**src/rtl/mem_access_ctrl.sv**
```systemverilog
// MEM-stage data-memory sequencer: turns one LC-3b load/store (LDR/LDB/LDI/STR/STB/STI) into 1-2 dcache transactions.
// Optional saturating perf counters are compiled in when MEM_ACCESS_PERF_EN is defined.
module mem_access_ctrl #(
    parameter int ADDR_W     = 16,
    parameter int DATA_W     = 16,
    parameter int PERF_CNT_W = 32
) (
    input  logic              clk,
    input  logic              rst,
    input  logic              req_valid,
    input  logic [3:0]        opcode,
    input  logic [ADDR_W-1:0] addr,
    input  logic [DATA_W-1:0] wdata,
    input  logic [1:0]        byte_en,
    input  logic              dmem_resp,
    input  logic [DATA_W-1:0] dmem_rdata,
    output logic              dmem_read,
    output logic              dmem_write,
    output logic [ADDR_W-1:0] dmem_addr,
    output logic [DATA_W-1:0] dmem_wdata,
    output logic [1:0]        dmem_byte_en,
    output logic              stall_out,
    output logic              done,
`ifdef MEM_ACCESS_PERF_EN
    output logic [PERF_CNT_W-1:0] perf_stall_cnt,
    output logic [PERF_CNT_W-1:0] perf_access_cnt,
`endif
    output logic [DATA_W-1:0] mem_rdata
);

    localparam logic [3:0] OP_LDB = 4'b0010;
    localparam logic [3:0] OP_STB = 4'b0011;
    localparam logic [3:0] OP_LDR = 4'b0110;
    localparam logic [3:0] OP_STR = 4'b0111;
    localparam logic [3:0] OP_LDI = 4'b1010;
    localparam logic [3:0] OP_STI = 4'b1011;

    typedef enum logic [1:0] {S_IDLE, S_ACC1, S_ACC2, S_DONE} state_t;

    state_t            r_state;
    logic [3:0]        r_opcode;
    logic              r_dmem_read;
    logic              r_dmem_write;
    logic [ADDR_W-1:0] r_dmem_addr;
    logic [DATA_W-1:0] r_dmem_wdata;
    logic [1:0]        r_dmem_byte_en;
    logic              r_done;
    logic [DATA_W-1:0] r_mem_rdata;

    logic w_is_mem_op;
    logic w_is_store;
    logic w_accept;
    logic w_stall;

    always_comb begin
        w_is_mem_op = 1'b0;
        w_is_store  = 1'b0;
        case (opcode)
            OP_LDB, OP_LDR, OP_LDI, OP_STI: w_is_mem_op = 1'b1;
            OP_STB, OP_STR: begin
                w_is_mem_op = 1'b1;
                w_is_store  = 1'b1;
            end
            default: ;
        endcase
    end

    assign w_accept = req_valid && w_is_mem_op;
    // Released in DONE so the pipeline advances on the same cycle done is shown.
    assign w_stall  = w_accept && (r_state != S_DONE);

    always_ff @(posedge clk or posedge rst) begin
        if (rst) begin
            r_state        <= S_IDLE;
            r_opcode       <= '0;
            r_dmem_read    <= 1'b0;
            r_dmem_write   <= 1'b0;
            r_dmem_addr    <= '0;
            r_dmem_wdata   <= '0;
            r_dmem_byte_en <= 2'b00;
            r_done         <= 1'b0;
            r_mem_rdata    <= '0;
        end else begin
            case (r_state)
                S_IDLE: begin
                    r_done <= 1'b0;
                    if (w_accept) begin
                        r_opcode     <= opcode;
                        r_dmem_addr  <= addr;
                        r_dmem_wdata <= wdata;
                        r_state      <= S_ACC1;
                        if (w_is_store) begin
                            r_dmem_write   <= 1'b1;
                            r_dmem_byte_en <= byte_en;
                        end else begin
                            r_dmem_read <= 1'b1;
                        end
                    end
                end
                S_ACC1: begin
                    if (dmem_resp) begin
                        r_dmem_read    <= 1'b0;
                        r_dmem_write   <= 1'b0;
                        r_dmem_byte_en <= 2'b00;
                        if (r_opcode == OP_LDI || r_opcode == OP_STI) begin
                            r_dmem_addr <= dmem_rdata[ADDR_W-1:0];
                            r_state     <= S_ACC2;
                        end else begin
                            r_mem_rdata <= dmem_rdata;
                            r_done      <= 1'b1;
                            r_state     <= S_DONE;
                        end
                    end
                end
                S_ACC2: begin
                    // First ACC2 cycle is a strobe-low bubble so the dcache sees a fresh request edge.
                    if (!r_dmem_read && !r_dmem_write) begin
                        if (r_opcode == OP_STI) begin
                            r_dmem_write   <= 1'b1;
                            r_dmem_byte_en <= 2'b11;
                        end else begin
                            r_dmem_read <= 1'b1;
                        end
                    end else if (dmem_resp) begin
                        r_dmem_read    <= 1'b0;
                        r_dmem_write   <= 1'b0;
                        r_dmem_byte_en <= 2'b00;
                        r_mem_rdata    <= dmem_rdata;
                        r_done         <= 1'b1;
                        r_state        <= S_DONE;
                    end
                end
                S_DONE: begin
                    r_done  <= 1'b0;
                    r_state <= S_IDLE;
                end
                default: r_state <= S_IDLE;
            endcase
        end
    end

    assign dmem_read    = r_dmem_read;
    assign dmem_write   = r_dmem_write;
    assign dmem_addr    = r_dmem_addr;
    assign dmem_wdata   = r_dmem_wdata;
    assign dmem_byte_en = r_dmem_byte_en;
    assign stall_out    = w_stall;
    assign done         = r_done;
    assign mem_rdata    = r_mem_rdata;

`ifdef MEM_ACCESS_PERF_EN
    logic [PERF_CNT_W-1:0] r_perf_stall;
    logic [PERF_CNT_W-1:0] r_perf_access;

    always_ff @(posedge clk or posedge rst) begin
        if (rst) begin
            r_perf_stall  <= '0;
            r_perf_access <= '0;
        end else begin
            if (w_stall && (r_perf_stall != '1))
                r_perf_stall <= r_perf_stall + PERF_CNT_W'(1);
            if (dmem_resp && (r_perf_access != '1))
                r_perf_access <= r_perf_access + PERF_CNT_W'(1);
        end
    end

    assign perf_stall_cnt  = r_perf_stall;
    assign perf_access_cnt = r_perf_access;
`endif

endmodule
```
**config.mk**
```make
export PLATFORM = sky130hd
export DESIGN_NAME = mem_access_ctrl
export DESIGN_NICKNAME = d
export VERILOG_FILES = /design/src/rtl/mem_access_ctrl.sv
export SDC_FILE = /design/constraint.sdc
export NUM_CORES = 1
export LEC_CHECK = 0
export CELL_PAD_IN_SITES_DETAIL_PLACEMENT = 1
export CELL_PAD_IN_SITES_GLOBAL_PLACEMENT = 1
export CORE_AREA = 2 2 100 83
export CTS_CLUSTER_SIZE = 40
export DETAILED_ROUTE_END_ITERATION = 16
export DIE_AREA = 0 0 102 85
export GPL_TIMING_DRIVEN = 0
export PLACE_DENSITY = 0.84
export SYNTH_ARGS = -nofsm -noshare
export SYNTH_HDL_FRONTEND = slang
export SYNTH_SLANG_ARGS = --single-unit
```
**constraint.sdc**
```tcl
create_clock -name clk -period 4.2 [get_ports clk]
set_clock_uncertainty 0.2 [all_clocks]
set_input_delay 0.84 -clock clk [delete_from_list [all_inputs] [get_ports clk]]
set_output_delay 0.84 -clock clk [all_outputs]
set_load 0.02 [all_outputs]
```
### Yosys cells after proc, flatten, opt, wreduce, memory -nomap -nowiden

Cells that the tools add are included.

* flip-flop bits (word level): 59
* word-level logic and storage cells: 91
* output and inout bits: 54
* input bits: 58

* reduce and logical (&&, ||, !) cells: 20
* muxes and demuxes: 40
* eq/ne operators: 22

Operators with widths (number)
* 2-to-1 mux 16 bit: 7
* case mux 16 bit (2 select lines): 2
* AND reduction 4 bit: 5
* 2-to-1 mux 2 bit: 9
* != test 2 bit, second input constant: 9
* 2-to-1 mux 1 bit: 17
* == test 4 bit, second input constant: 4
* case mux 1 bit (3 select lines): 3
* == test 4 x 2 -> 1 bit, second input constant: 2
* == test 4 x 3 -> 1 bit, second input constant: 2
* case mux 2 bit (4 select lines): 1
* != test 3 bit, second input constant: 2
* case mux 2 bit (3 select lines): 1
* OR reduction 6 bit: 1
* AND reduction 5 bit: 1
* == test 2 bit, second input constant: 2
* nonzero test 2 bit: 2
* OR reduction 2 bit: 2
* logical AND 1 bit: 3
* nonzero test 3 bit: 1
* == test 2 x 1 -> 1 bit, second input constant: 1
* logical NOT 1 bit: 2
* logical NOT 2 bit: 1
* AND reduction 2 bit: 1
* logical OR 1 bit: 1

### Logic depth before layout (Yosys ltp)

Gate-level depths: netlist of the first run.

* depth after elaboration: 6
* depth in mapped cells: 8
* depth with buffers taken out: 6

### Least setup slack after synthesis of the first run

OpenSTA, ideal clock, no wires.

* path kind: input -> output
* from: in opcode[2]
* to: out stall_out
* data required time: 3.160 ns
* stages: 3
* data arrival time: 1.397 ns
* buffers on the path: 0
* slack: 1.763 ns
* cell sequence: nand2_1 -> nand3_1 -> nor2_1

* longest elaborated chain between the ends: 5
* elaborated cells between the ends (all ways): 10
* those cells by class: 6 x eq/ne; 1 x mux; 3 x reduce/logical

Ends and longest elaborated chain
* start: declaration: line 11 `input logic [3:0] opcode,`
* == test 4 x 2 -> 1 bit, or another cell as far along: line 58 `case (opcode)`
* OR reduction 6 bit (no source line) *
* 2-to-1 mux 1 bit *: line 58
* logical AND 1 bit *: line 68 `assign w_accept = req_valid && w_is_mem_op;`
* logical AND 1 bit *: line 70 `assign w_stall = w_accept && (r_state != S_DONE);`
* end: declaration: line 22 `output logic stall_out,`

Every way passes the cells marked *; elsewhere a longest branch is shown, timed or not.

### Worst setup path in the final report of the first run

* from: in opcode[3]
* to: out stall_out

The elaborated chain is that of the path after synthesis.

==> run metrics, run 1 <==
status=completed; leak pwr=0.00180 µW; Vias=2017; Hold-fix buffers, CTS=0; FP Rows=29; area delta synth->final=53.7%; synthesized area per cell=around 15 µm²; largest net degree at the start of global routing=33; hpwl dp=about 5.4 mm; final hold slack=288 ps; CTS clk-pin slew, worst paths=70 ps; routed vias/inst=between 4 and 5; DRT antenna net count=0; PD cells=841 nW/µm²; EDFF count, synth=0; Max Clock Freq=roughly 0.29 GHz; Seq/Total Area, Yosys=0.531; DR pass1 iterations=4; core area=7690 µm²; post-synthesis register bit count=59; Min-Delay Path Depth=1; TritonCTS clock tree=done; Max Root-Sink Buffers=2; CP most frequent cell=clkdlybuf4s50_1; critical path class=in2out; drt initial violations=46; Placed Instances=405; share of flip-flops with an asynchronous set or reset=1.00; setup bufs post-CTS=0; Post-route DRC=0; worst slew pin tran=669 ps; Post-Place Worst Slack=700 ps; Syn Nets=around 250; worst-path fanout max=4; IO Count=112; post-synthesis instance area=roughly 2800 µm²; total of max-cap violations=0; Layout Nets=371; worst hold path class=reg2reg; # clock sinks=59; Max Transition Viols Final=0; Diodes inserted=0; Worst Setup End Kind=output port; wirelength, routed=7.26 mm; die area=just under 9000 µm²; GRT overflow=0; DR WL/cell=17.2 µm; placer's final routability congestion estimate=approximately 0.79; Slew HR=0.552; largest area contributor in the netlist=dfrtp_1; vias in the first global route=2285; Crit path required time=3160 ps; Layout Utilization=0.556; CTS root buffer=clkbuf_8; endpoints failing setup=0; Final Hold Fails=0; H-tree Lvls=3; crit path from=opcode[3]; Period minus WS final=3490 ps; most frequent cells in the layout=clkdlybuf4s50_1, dfrtp_1, mux2_2; crit start category=input port; die height=roughly 85 µm; initial antenna violation count=0; VDD IR max=0.000416 V; Die Wd=just over 100 µm; cells after synthesis=185; Global Route Usage Sum=0.181; CTS-repair resized insts=0; RSZ-0062 raised after global routing=no; Synth Flop Type=dfrtp_1; Setup TNS Final=0 ps; yosys warns=0; Synth top area share=0.531; Tcrit/Tclk final=0.832; worst-path cell chain=clkdlybuf4s50_1 -> nand2_1 -> nand3_1 -> nor2_1 -> clkdlybuf4s50_1; worst r2r src=r_state[0]$_DFFE_PP0P_; Largest stage delay, worst path=620 ps; largest cells by area after synthesis=dfrtp_1, mux2_2, mux2_4; Distinct cells, synth=38; first-pass GRT wire length=around 12 mm; slowest cell on the critical path=clkdlybuf4s50_1; share of cells above drive strength 1=0.323; most common cell after layout, fill and taps aside=clkdlybuf4s50_1; Final Instance Count excl. Fillers=421; R2R depth=8; Critical Path AT=approximately 2500 ps; final worst setup slack=between 700 and 800 ps; PortBufs=111; total clock buffers created by CTS=9; Initial Utilization=0.361; origin of the worst min-delay path=r_opcode[1]$_DFFE_PP0P_; clock latency on the worst-skew pair=about 330 ps
per-layer routing:
metal  global-route usage  wire length [µm]
met1                0.219              2940
met2                0.301              3770
met3               0.0783               467
met4               0.0412                81
met5                    0                 0
worst max-delay path, delay by kind of cell:
kind,cells,cell delay [ps]
buf+inv,2,1090
simple gates,3,520
worst paths after layout:
path                                              to  slack (ps)
setup / recovery                           stall_out         710
hold / removal               r_opcode[1]$_DFFE_PP0P_         290
setup reg to reg            dmem_addr[1]$_DFFE_PP0P_        1830
hold reg to reg              r_opcode[1]$_DFFE_PP0P_         290
max in group asynchronous  dmem_addr[12]$_DFFE_PP0P_        2500
min in group asynchronous   mem_rdata[5]$_DFFE_PP0P_         700
stage by stage:
step	area, µm²	power (µW)
2_1_floorplan	2780	2220
3_3_place_gp	4030	2960
3_5_place_dp	4050	3020
4_1_cts	4270	3640
5_1_grt	4270	3810
6_report	4270	3590
kinds of logic (layout without fill, tap and decap cells):
kind of cell / Yosys count / count (layout) / synth area share
simple gates: 19 / 19 / 0.0410
buf+inv: 12 / 140 / 0.0306
flops: 59 / 59 / 0.531
mux: 70 / 70 / 0.310
fa+ha+maj: 5 / 5 / 0.0225
compound gates: 20 / 20 / 0.0648
cell type report:
| type | count | area [µm²] |
|---|---|---|
| sequential | 59 | 1480 |
| inverter | 4 | 15.0 |
| multi-input combinational | 114 | 1220 |
| timing repair buffer | 112 | 1130 |
| clock inverter | 4 | 72.6 |
| fill | 790 | 3420 |
| clock buffer | 12 | 155 |
| tap | 108 | 135 |
| buffer | 8 | 70.1 |
where the power goes:
group | switching, µW | internal [µW]
Clock | 231 | 366
Combinational | 886 | 1070
Sequential | 170 | 866
Total | 1290 | 2310
cells in the mapped netlist (2+ instances only):
cell       number
mux2_2         48
mux2_4         20
nand3_1         2
nor2b_1         2
nor2_1          3
o41ai_1         3
nand2_1         4
nand2b_1        2
o2bb2ai_1       2
buf_6           2
dfrtp_1        59
buf_2           4
inv_1           4
ha_1            5
o21ai_0         2
flip-flops by register name, summed over array words and instances, names as in the netlist:
name / cells
dmem_byte_en: 2
dmem_read: 1
mem_rdata: 16
r_opcode: 4
dmem_addr: 16
r_state: 2
dmem_wdata: 16
done: 1
dmem_write: 1
(Power assumes the default switching activity.)
==> run 2: changes to the inputs <==
--- a/config.mk
+++ b/config.mk
@@ -7,12 +7,12 @@
 export LEC_CHECK = 0
 export CELL_PAD_IN_SITES_DETAIL_PLACEMENT = 1
 export CELL_PAD_IN_SITES_GLOBAL_PLACEMENT = 1
-export CORE_AREA = 2 2 100 83
+export CORE_AREA = 2 2 105 86
 export CTS_CLUSTER_SIZE = 40
 export DETAILED_ROUTE_END_ITERATION = 16
-export DIE_AREA = 0 0 102 85
+export DIE_AREA = 0 0 107 88
 export GPL_TIMING_DRIVEN = 0
-export PLACE_DENSITY = 0.84
+export PLACE_DENSITY = 0.78
 export SYNTH_ARGS = -nofsm -noshare
 export SYNTH_HDL_FRONTEND = slang
 export SYNTH_SLANG_ARGS = --single-unit
==> constraint.sdc (replaced) <==
create_clock -name clk -period 3.3 [get_ports clk]
set_clock_uncertainty 0.2 [all_clocks]
set_input_delay 0.66 -clock clk [delete_from_list [all_inputs] [get_ports clk]]
set_output_delay 0.66 -clock clk [all_outputs]
set_load 0.02 [all_outputs]
==> run metrics, run 2 (synthesis results as in run 1) <==
status=completed; initial antenna violation count=0; RSZ-0062 raised after global routing=no; endpoints failing setup=0; Vias=2013; Max Root-Sink Buffers=2; Initial Utilization=0.332; wirelength, routed=7.18 mm; Layout Nets=371; worst slew pin tran=a little under 700 ps; PortBufs=111; largest net degree at the start of global routing=33; Diodes inserted=0; first-pass GRT wire length=11.6 mm; CTS clk-pin slew, worst paths=70 ps; most common cell after layout, fill and taps aside=clkdlybuf4s50_1; CTS-repair resized insts=0; # clock sinks=59; core area=8370 µm²; Min-Delay Path Depth=1; DRT antenna net count=0; PD cells=between 1000 and 1500 nW/µm²; Max Clock Freq=0.324 GHz; IO Count=112; Post-Place Worst Slack=200 ps; total clock buffers created by CTS=9; most frequent cells in the layout=clkdlybuf4s50_1, dfrtp_1, mux2_2; TritonCTS clock tree=done; DR WL/cell=between 15 and 20 µm; vias in the first global route=2285; area delta synth->final=53.0%; total of max-cap violations=0; placer's final routability congestion estimate=0.743; R2R depth=8; leak pwr=~0.0018 µW; VDD IR max=0.000454 V; clock latency on the worst-skew pair=330 ps; Slew HR=0.547; fillers=865; Max Transition Viols Final=0; routed vias/inst=4.74; DR pass1 iterations=4; FP Rows=30; Crit path required time=2440 ps; crit start category=input port; Layout Utilization=0.508; GRT overflow=0; Hold-fix buffers, CTS=0; Worst Setup End Kind=output port; hpwl dp=approximately 5.2 mm; CTS root buffer=clkbuf_8; critical path class=in2out; Critical Path AT=2230 ps; final worst setup slack=211 ps; H-tree Lvls=3; Global Route Usage Sum=0.163; Tcrit/Tclk final=0.936; die height=88 µm; Final Hold Fails=0; Post-Place Cell Area=4050 µm²; share of cells above drive strength 1=0.326; drt initial violations=48; fin area=4250 µm²; worst hold path class=reg2reg; Period minus WS final=3090 ps; Die Wd=~110 µm; Post-route DRC=0; worst-path fanout max=4; die area=9420 µm²; setup bufs post-CTS=0
-- run 2: changes by cell type in the layout (fill, tap and decap cells not counted) --
cell,before,now
clkinv_4,0,3
clkbuf_8,11,9
bufinv_16,2,1
clkbuf_1,1,0
inv_6,0,1
-- run 2: stage by stage --
step	hold slack [ps]	instances	total power [µW]	TNS [ps]
finish	262	425	4490	0
global route	291	425	4770	0
CTS	268	425	4560	0
detailed placement	248	409	3840	0
global placement	244	408	3770	-10840
floorplan	226	185	2820	0
-- run 2: cell type report --
cell class / instances / area [µm²] / area share
clock buffer: 9 / 124 / 0.0291
sequential: 59 / 1480 / 0.347
multi-input combinational: 114 / 1220 / 0.287
inverter: 4 / 15.0 / 0.00353
timing repair buffer: 112 / 1130 / 0.266
clock inverter: 7 / 77.6 / 0.0182
tap: 112 / 140 / 0.0330
buffer: 8 / 70.1 / 0.0165
-- run 2: per-layer routing --
metal  vias to the layer above  GRT usage  share of wire  wire [µm]
met3                        10     0.0685          0.072        519
li1                        916          -              -          -
met5                         -          0              0          0
met1                      1018      0.187           0.42       3000
met4                         0     0.0567          0.014         98
met2                        69      0.279           0.50       3560
-- run 2: worst paths after layout --
| check | start | to | slack, ps |
|---|---|---|---|
| min in group asynchronous | rst | dmem_wdata[13]$_DFFE_PP0P_ | 520 |
| worst min register to register | r_opcode[1]$_DFFE_PP0P_ | r_opcode[1]$_DFFE_PP0P_ | 260 |
| worst max-delay path | opcode[3] | stall_out | 210 |
| max in group asynchronous | rst | done$_DFFE_PP0P_ | 1780 |
| worst min-delay path | r_opcode[1]$_DFFE_PP0P_ | r_opcode[1]$_DFFE_PP0P_ | 260 |
| worst max register to register | r_state[0]$_DFFE_PP0P_ | dmem_addr[8]$_DFFE_PP0P_ | 900 |
-- run 2: critical path: stages --
cell and delay [ps]:
clkdlybuf4s50_1 460, nand2_1 130, nand3_1 210, nor2_1 150, clkdlybuf4s50_1 620
-- run 2: power breakdown --
group	switching, µW	total, µW	internal, µW
combinational	1120	2490	1370
sequential	220	1320	1100
clock	323	677	353
==> run 3: changes to the inputs <==
--- a/config.mk
+++ b/config.mk
@@ -7,12 +7,12 @@
 export LEC_CHECK = 0
 export CELL_PAD_IN_SITES_DETAIL_PLACEMENT = 1
 export CELL_PAD_IN_SITES_GLOBAL_PLACEMENT = 1
-export CORE_AREA = 2 2 105 86
+export CORE_AREA = 2 2 94 96
 export CTS_CLUSTER_SIZE = 40
 export DETAILED_ROUTE_END_ITERATION = 16
-export DIE_AREA = 0 0 107 88
+export DIE_AREA = 0 0 96 98
 export GPL_TIMING_DRIVEN = 0
-export PLACE_DENSITY = 0.78
+export PLACE_DENSITY = 0.77
 export SYNTH_ARGS = -nofsm -noshare
 export SYNTH_HDL_FRONTEND = slang
 export SYNTH_SLANG_ARGS = --single-unit
==> run metrics, run 3 (synthesis results as in run 1) <==
Final Hold Fails=0; leak pwr=between 0.0015 and 0.002 µW; die area=about 9400 µm²; Post-Place Cell Area=4050 µm²; Global Route Usage Sum=0.151; wirelength, routed=6.86 mm; Hold-fix buffers, CTS=0; worst-path cell chain=clkdlybuf4s50_1 -> nand2_1 -> nand3_1 -> nor2_1 -> clkdlybuf4s50_1; drt initial violations=26; Max Clock Freq=0.323 GHz; total of max-cap violations=0; vias in the first global route=about 2300; worst hold path class=reg2reg; Slew HR=0.569; fin area=about 4200 µm²; Die Wd=96 µm; total clock buffers created by CTS=9; Vias=2022; worst-path fanout max=4; status=completed; CP most frequent cell=clkdlybuf4s50_1; Max Root-Sink Buffers=2; most frequent cells in the layout=clkdlybuf4s50_1, dfrtp_1, mux2_2; origin of the worst min-delay path=r_opcode[1]$_DFFE_PP0P_; die height=98 µm; core area=about 8500 µm²; hpwl dp=approximately 5.1 mm; DR WL/cell=16.4 µm; area delta synth->final=52.7%; Period minus WS final=3090 ps; Layout Utilization=0.502; routed vias/inst=4.83; worst slew pin tran=645 ps; FF-to-FF setup slack=950 ps; first-pass GRT wire length=11.0 mm; worst r2r src=r_state[0]$_DFFE_PP0P_; Tcrit/Tclk final=0.937; endpoints failing setup=0; Crit path required time=2440 ps; Post-route DRC=0; CTS root buffer=clkbuf_8; H-tree Lvls=3; critical path class=in2out; Buf/Inv on CP=2; CTS-repair resized insts=0; PortBufs=111; largest net degree at the start of global routing=32; DR pass1 iterations=2; Worst Setup End Kind=output port; setup bufs post-CTS=0; share of cells above drive strength 1=0.322; placer's final routability congestion estimate=just under 0.8; Critical Path AT=2230 ps; slowest cell on the critical path=clkdlybuf4s50_1; Largest stage delay, worst path=roughly 620 ps; # clock sinks=between 50 and 60; GRT overflow=0; crit start category=input port; clock latency on the worst-skew pair=320 ps; CTS clk-pin slew, worst paths=60 ps; Max Transition Viols Final=0; crit-path leading delay family=buffers and inverters; Initial Utilization=0.328; Layout Nets=371; most common cell after layout, fill and taps aside=clkdlybuf4s50_1; DRT antenna net count=0; worst r2r dst=dmem_addr[3]$_DFFE_PP0P_; RSZ-0062 raised after global routing=no; R2R depth=8; worst hold endpoint=r_opcode[1]$_DFFE_PP0P_; Diodes inserted=0; Min-Delay Path Depth=1; initial antenna violation count=0; PD cells=1050 nW/µm²; FP Rows=34; VDD IR max=0.000366 V; TritonCTS clock tree=done; IO Count=112
==> run 3: cell count changes in the layout (fill, tap and decap cells not counted), sizes merged <==
cell,before,now
clkinv,4,1
clkinvlp,1,0
clkbuf,9,12
inv,5,4
==> run 3: report_power, final <==
group / internal (µW) / switching (µW) / leakage, µW
logic: 1370 / 1120 / 0.000990
clock network: 401 / 265 / 0.000104
registers: 1100 / 206 / 0.000698
==> run 3: worst max-delay path by stage <==
stage / from / endpoint / slack, ps / depth (start not counted)
after global placement: rst / mem_rdata[12]$_DFFE_PP0P_ / -210 / 2
after floorplan: rst / dmem_addr[0]$_DFFE_PP0P_ / 980 / 1
after global routing: opcode[3] / stall_out / 100 / 5
after CTS: opcode[3] / stall_out / 180 / 5
final: opcode[3] / stall_out / 210 / 5
after detailed placement: opcode[3] / stall_out / 200 / 5
==> run 3: metal layers <==
| layer | up-vias | part of all wire | track usage | routed length, µm |
|---|---|---|---|---|
| met5 | - | 0 | 0 | 0 |
| li1 | 915 | - | - | - |
| met4 | 0 | 0.013 | 0.0495 | 87 |
| met1 | 1015 | 0.43 | 0.183 | 2950 |
| met2 | 84 | 0.48 | 0.246 | 3290 |
| met3 | 8 | 0.077 | 0.0540 | 531 |
==> run 3: per-stage QoR <==
stage | cells | hold WS [ps] | power [µW] | setup slack (ps) | setup TNS (ps)
floorplan | 185 | 226 | 2820 | 984 | 0
global placement | 404 | 242 | 3750 | -213 | -12340
detailed placement | 405 | 266 | 3830 | 200 | 0
CTS | 419 | 285 | 4530 | 185 | 0
global route | 419 | 314 | 4740 | 100 | 0
finish | 419 | 277 | 4460 | 208 | 0
==> run 3: worst reg2reg max path, cell delays in order, from the launching register on <==
cell	delay (ps)
dfrtp_1	450
inv_1	120
ha_1	140
buf_2	210
nor2b_1	190
a31oi_2	70
a21oi_4	290
buf_6	240
mux2_4	320
==> run 3: final cells by class <==
type / count / area (µm²)
inverters: 4 / 15.0
multi-input cells: 114 / 1220
well taps: 108 / 135
clock buffers: 12 / 165
plain buffers: 8 / 70.1
clock inverters: 2 / 35.0
repair buffers: 112 / 1130
flip-flops and latches: 59 / 1480
fillers: 880 / 4220
